==> src/rtl/uart_boot_if.sv <==
// Loader-side bundle: received UART bytes in, RAM write port and boot status out.
// master = boot loader, slave = the UART receiver / RAM controller / core side.
interface uart_boot_if;
  logic        rx_data_ready;
  logic [7:0]  rx_data;
  logic [31:0] ram_address;
  logic [31:0] ram_write;
  logic        ram_write_enable;
  logic        core_hold;
  logic        boot_done;
  logic        boot_error;

  modport master (
    input  rx_data_ready,
    input  rx_data,
    output ram_address,
    output ram_write,
    output ram_write_enable,
    output core_hold,
    output boot_done,
    output boot_error
  );

  modport slave (
    output rx_data_ready,
    output rx_data,
    input  ram_address,
    input  ram_write,
    input  ram_write_enable,
    input  core_hold,
    input  boot_done,
    input  boot_error
  );
endinterface

==> src/rtl/uart_boot_loader.sv <==
// Serial boot loader: SYNC, 32-bit LEN, LEN little-endian words written sequentially to RAM.
// Define BOOT_CHECKSUM_EN to require a trailing XOR checksum byte over LEN and data bytes.
module uart_boot_loader #(
  parameter logic [31:0] BASE_ADDR = 32'h0000_0000,
  parameter int unsigned MAX_WORDS = 4096,
  parameter logic [7:0]  SYNC_BYTE = 8'hA5
) (
  input logic         clk,
  input logic         rst_n,
  uart_boot_if.master bus
);

  typedef enum logic [2:0] {
    StWaitSync,
    StLen,
    StData,
    StLast,
    StCsum,
    StDone,
    StError
  } state_e;

  state_e      state_q, state_d;
  logic [1:0]  byte_cnt_q, byte_cnt_d;
  logic [31:0] shift_q, shift_d;
  logic [31:0] len_q, len_d;
  logic [31:0] index_q, index_d;
  logic [31:0] addr_q, addr_d;
  logic [31:0] wdata_q, wdata_d;
  logic        we_q, we_d;
  logic        hold_q, hold_d;
  logic        done_q, done_d;
  logic        err_q, err_d;
  logic [31:0] shift_full;

  // Length and data words share one LSB-first shift register.
  assign shift_full = {bus.rx_data, shift_q[31:8]};

`ifdef BOOT_CHECKSUM_EN
  logic [7:0] csum_q, csum_d;

  always_comb begin
    csum_d = csum_q;
    if (state_q == StWaitSync && bus.rx_data_ready && bus.rx_data == SYNC_BYTE) begin
      csum_d = 8'h00;
    end else if ((state_q == StLen || state_q == StData) && bus.rx_data_ready) begin
      csum_d = csum_q ^ bus.rx_data;
    end
  end

  always_ff @(posedge clk) begin
    if (!rst_n) begin
      csum_q <= 8'h00;
    end else begin
      csum_q <= csum_d;
    end
  end
`endif

  always_comb begin
    state_d    = state_q;
    byte_cnt_d = byte_cnt_q;
    shift_d    = shift_q;
    len_d      = len_q;
    index_d    = index_q;
    addr_d     = addr_q;
    wdata_d    = wdata_q;
    we_d       = 1'b0;
    hold_d     = hold_q;
    done_d     = done_q;
    err_d      = err_q;

    unique case (state_q)
      StWaitSync: begin
        if (bus.rx_data_ready && bus.rx_data == SYNC_BYTE) begin
          state_d    = StLen;
          byte_cnt_d = 2'd0;
        end
      end
      StLen: begin
        if (bus.rx_data_ready) begin
          shift_d    = shift_full;
          byte_cnt_d = byte_cnt_q + 2'd1;
          if (byte_cnt_q == 2'd3) begin
            len_d   = shift_full;
            index_d = 32'd0;
            if (shift_full > MAX_WORDS) begin
              state_d = StError;
              err_d   = 1'b1;
            end else if (shift_full == 32'd0) begin
`ifdef BOOT_CHECKSUM_EN
              state_d = StCsum;
`else
              state_d = StDone;
              done_d  = 1'b1;
              hold_d  = 1'b0;
`endif
            end else begin
              state_d = StData;
            end
          end
        end
      end
      StData: begin
        if (bus.rx_data_ready) begin
          shift_d    = shift_full;
          byte_cnt_d = byte_cnt_q + 2'd1;
          if (byte_cnt_q == 2'd3) begin
            we_d    = 1'b1;
            wdata_d = shift_full;
            addr_d  = BASE_ADDR + (index_q << 2);
            index_d = index_q + 32'd1;
            if (index_q + 32'd1 == len_q) begin
              state_d = StLast;
            end
          end
        end
      end
      // One cycle after the final write strobe.
      StLast: begin
`ifdef BOOT_CHECKSUM_EN
        state_d = StCsum;
`else
        state_d = StDone;
        done_d  = 1'b1;
        hold_d  = 1'b0;
`endif
      end
      StCsum: begin
`ifdef BOOT_CHECKSUM_EN
        if (bus.rx_data_ready) begin
          if (bus.rx_data == csum_q) begin
            state_d = StDone;
            done_d  = 1'b1;
            hold_d  = 1'b0;
          end else begin
            state_d = StError;
            err_d   = 1'b1;
          end
        end
`else
        state_d = StError;
        err_d   = 1'b1;
`endif
      end
      StDone:  ;
      StError: ;
      default: begin
        state_d = StError;
        err_d   = 1'b1;
        done_d  = 1'b0;
        hold_d  = 1'b1;
      end
    endcase
  end

  always_ff @(posedge clk) begin
    if (!rst_n) begin
      state_q    <= StWaitSync;
      byte_cnt_q <= 2'd0;
      shift_q    <= 32'd0;
      len_q      <= 32'd0;
      index_q    <= 32'd0;
      addr_q     <= BASE_ADDR;
      wdata_q    <= 32'd0;
      we_q       <= 1'b0;
      hold_q     <= 1'b1;
      done_q     <= 1'b0;
      err_q      <= 1'b0;
    end else begin
      state_q    <= state_d;
      byte_cnt_q <= byte_cnt_d;
      shift_q    <= shift_d;
      len_q      <= len_d;
      index_q    <= index_d;
      addr_q     <= addr_d;
      wdata_q    <= wdata_d;
      we_q       <= we_d;
      hold_q     <= hold_d;
      done_q     <= done_d;
      err_q      <= err_d;
    end
  end

  assign bus.ram_address      = addr_q;
  assign bus.ram_write        = wdata_q;
  assign bus.ram_write_enable = we_q;
  assign bus.core_hold        = hold_q;
  assign bus.boot_done        = done_q;
  assign bus.boot_error       = err_q;

endmodule

==> src/flat_wrapper.sv <==
// flat-port wrapper written by rule: the top's interface ports become plain ports
module uart_boot_loader_flat 
#(
  parameter logic [31:0] BASE_ADDR = 32'h0000_0000,
  parameter int unsigned MAX_WORDS = 4096,
  parameter logic [7:0]  SYNC_BYTE = 8'hA5
)
  (clk, rst_n, bus_rx_data_ready, bus_rx_data, bus_ram_address, bus_ram_write, bus_ram_write_enable, bus_core_hold, bus_boot_done, bus_boot_error);
  uart_boot_if bus_i ();
  input logic clk;
  input logic rst_n;
  input wire logic [$bits(bus_i.rx_data_ready)-1:0] bus_rx_data_ready;
  input wire logic [$bits(bus_i.rx_data)-1:0] bus_rx_data;
  output wire logic [$bits(bus_i.ram_address)-1:0] bus_ram_address;
  output wire logic [$bits(bus_i.ram_write)-1:0] bus_ram_write;
  output wire logic [$bits(bus_i.ram_write_enable)-1:0] bus_ram_write_enable;
  output wire logic [$bits(bus_i.core_hold)-1:0] bus_core_hold;
  output wire logic [$bits(bus_i.boot_done)-1:0] bus_boot_done;
  output wire logic [$bits(bus_i.boot_error)-1:0] bus_boot_error;
  assign bus_i.rx_data_ready = bus_rx_data_ready;
  assign bus_i.rx_data = bus_rx_data;
  assign bus_ram_address = bus_i.ram_address;
  assign bus_ram_write = bus_i.ram_write;
  assign bus_ram_write_enable = bus_i.ram_write_enable;
  assign bus_core_hold = bus_i.core_hold;
  assign bus_boot_done = bus_i.boot_done;
  assign bus_boot_error = bus_i.boot_error;
  uart_boot_loader #(.BASE_ADDR(BASE_ADDR), .MAX_WORDS(MAX_WORDS), .SYNC_BYTE(SYNC_BYTE)) u_core (.clk(clk), .rst_n(rst_n), .bus(bus_i));
endmodule
==> config.mk <==
export PLATFORM = sky130hd
export DESIGN_NAME = uart_boot_loader_flat
export DESIGN_NICKNAME = d
export VERILOG_FILES = /design/src/rtl/uart_boot_if.sv /design/src/rtl/uart_boot_loader.sv /design/src/flat_wrapper.sv
export SDC_FILE = /design/constraint.sdc
export NUM_CORES = 1
export LEC_CHECK = 0
export BUFFER_PORTS_ARGS = -buffer_cell sky130_fd_sc_hd__buf_2
export CAP_MARGIN = 20
export CORE_ASPECT_RATIO = 0.6
export CORE_MARGIN = 2
export CORE_UTILIZATION = 35
export CTS_BUF_LIST = sky130_fd_sc_hd__clkbuf_8 sky130_fd_sc_hd__clkbuf_16
export DETAILED_ROUTE_END_ITERATION = 6
export HOLD_SLACK_MARGIN = 0.03
export PLACE_DENSITY = 0.51
export SLEW_MARGIN = 5
export SYNTH_ARGS = -nofsm -noshare
export SYNTH_HDL_FRONTEND = slang
export SYNTH_SLANG_ARGS = --single-unit
export TNS_END_PERCENT = 100
==> constraint.sdc <==
create_clock -name clk -period 3.8 [get_ports clk]
set_input_delay 0.38 -clock clk [delete_from_list [all_inputs] [get_ports clk]]
set_output_delay 0.38 -clock clk [all_outputs]
set_load 0.01 [all_outputs]
==> metrics.txt <==
static leakage 2.97 nW; Die ar. 0.0223 mm2; reg2reg end u_core.state_q[0]; top cells by area, synth dfxtp_1, nand2_1, a21boi_0; cells on worst reg2reg path 8; clock network fraction of total power 0.447; Core ar. 0.0208 mm2; Final Hold Violating Endpoints 0; # fillers 2,220; Starting Density 0.354; post-layout util 0.406; TritonCTS clock tree done; Hold Crit Start bus_rx_data[6]; post-route setup TNS 0 ps; Worst Tran Pin Value 919 ps; crit end category flip-flop; initial antenna violation count 0; vias 6,428; status complete, no violations; DP HPWL 14.4 mm; DR DRC count 0; clock tree sinks 159; placed instance count 1,222; Post-Syn Area 0.00736 mm2; Min-Delay Path Depth 3; Layout Area Growth over Synthesis 14.9%; vias in the first global route 5,819; final WL 20.9 mm; DRT iter0 DRCs 440; Num CTS Buffers 17; antenna diode instance count 0; Clock Tree Buf Depth 2; synth warn 0; Skew-Pair Late Insertion Delay 430 ps; first-pass GRT wire length 33.3 mm; share of flip-flops with an asynchronous set or reset 0; Cell Pwr Density 445 mW/mm2; Final ANT Viol Nets 0; nets 975; class of the worst hold path in2reg; Worst Slack Setup Final 470 ps; critical path fanouts, max 11; wire per inst 16.7 um; NetSw 0.975 mW; Internal 2.79 mW; area of the multi-input gates 0.00386 mm2; Die X 191 um; Final Total Pwr about 3.8 mW; number of flops mapped to enable cells by yosys 0; critical path required time 4150 ps; post-CTS sizing 0; Clock Root Buffer clkbuf_16; Final period util 0.876; Port-buffer cells 76; hold bufs inserted after CTS 0; RSZ-0062 raised after global routing false; share of cells above drive strength 1 0.137; placed cell areas around 0.0079 mm2; CP arrival roughly 3700 ps; # IOs 79; Avg Cell Area, Syn 7.92 um2; fin crit period 3330 ps; Site Rows 41; sink of the worst hold path u_core.len_q[30]; # H-tree levels 4; nature of the critical path startpoint flip-flop; post-synthesis register bit count 159; f_max ~0.3 GHz; Post-Route Skew 9.42 ps; share of power burned in combinational logic 0.082; Vias/cell 5.13; Max VDD drop 0.311 mV; first drt pass iteration count 7; Switching Fraction 0.259; Cells after Synth 930; GRT overflow 0; routability congestion estimate 0.894; max-cap violations 0; Yosys top cell by area dfxtp_1; Yosys cell types slightly above 60; Worst Setup Path Type reg2reg; Total Routing Usage GR 0.196; register area share after synthesis 0.432; share of power burned in registers 0.470; Die Y 116 um; Post-CTS Setup Inserts 0; FF-to-FF setup slack 470 ps; Max transition margin 0.387; design area 0.00846 mm2; largest net degree at the start of global routing 80; register area 0.00318 mm2; post-synth top area share 0.432; clock slew at reported path FFs 60 ps; final non-filler cell total approximately 1,300; Synth Flop Type dfxtp_1; Slew Limit Fails 0; Final setup viols 0; Place WS 547 ps; Worst Hold Slack approximately 230 ps; Reg-to-Reg Start u_core.index_q[1]
-- power groups by stage --
stage / combinational [mW] / clock [mW] / sequential (mW)
floorplan: 0.237 / 0 / 1.77
CTS: 0.311 / 1.72 / 1.77
finish: 0.309 / 1.68 / 1.77
detailed placement: 0.311 / 0 / 1.80
global route: 0.351 / 1.79 / 1.77
global placement: 0.310 / 0 / 1.80
-- kinds of logic (layout without fill, tap and decap cells) --
kind of cell,after synthesis,count (layout),share of synthesized area
other,1,2,0.000509
AOI/OAI and AO/OA,215,215,0.201
adders and majority gates,2,2,0.00340
DFF,159,159,0.432
muxes,1,1,0.00136
and+or+nand+nor,419,419,0.254
xor gates and xnor gates,50,50,0.0613
buffers and inverters,83,127,0.0460
-- how the worst max path moves through the flow --
stage | slack (ps) | startpoint | endpoint
floorplan | 960 | u_core.index_q[0] | u_core.state_q[0]
global placement | 630 | u_core.index_q[1] | u_core.state_q[0]
detailed placement | 550 | u_core.index_q[1] | u_core.state_q[0]
CTS | 500 | u_core.index_q[1] | u_core.state_q[0]
global route | 190 | u_core.index_q[1] | u_core.state_q[0]
finish | 470 | u_core.index_q[1] | u_core.state_q[0]
-- synthesized netlist by cell type (all sizes together), types with 6 or more instances --
library cell	count
or4	13
inv	7
nor3	15
nor2b	7
buf	12
a21oi	11
dfxtp	159
nand4	13
xnor2	36
o31ai	6
nand2	289
nor2	33
nand3	11
a21boi	119
nor4	11
o21ai	49
clkbuf	64
xor2	13
-- sequential cells by signal, indices dropped and copies added, names as in the netlist --
signal                       count
u_core.bus.ram_write            32
u_core.index_q                  32
u_core.len_q                    32
u_core.bus.ram_address          30
u_core.shift_q                  24
u_core.state_q                   3
u_core.byte_cnt_q                2
u_core.bus.boot_done             1
u_core.bus.boot_error            1
u_core.bus.core_hold             1
u_core.bus.ram_write_enable      1
-- layout by cell type, fill, tap and decap left out, drive strengths merged, types with 15 or more instances in the layout --
cell      n
nand2   289
dfxtp   159
a21boi  119
buf      88
o21ai    49
xnor2    36
nor2     33
clkbuf   18
nor3     15
-- routing by layer --
layer	GRT usage	vias up	wire length, um
met5	0	-	0
met4	0.0626	0	302
met3	0.0409	20	1150
met2	0.264	155	8140
met1	0.306	3048	11300
li1	-	3205	-
-- final cells by class --
cell class / count / share of cell area
multi-input combinational: 689 / 0.456
sequential: 159 / 0.376
timing repair buffer: 88 / 0.0559
clock buffer: 18 / 0.0519
tap: 279 / 0.0413
clock inverter: 14 / 0.0152
inverter: 7 / 0.00311
-- critical path, stage by stage (launching register included) --
cell     delay, ps
dfxtp_1        440
ha_1           310
nand3_2        260
or4_2          790
nor3_1         440
xnor2_1        170
nand4_1        120
or4_1          530
o31ai_2        180
Note: power is estimated with default switching activity, not from simulation.
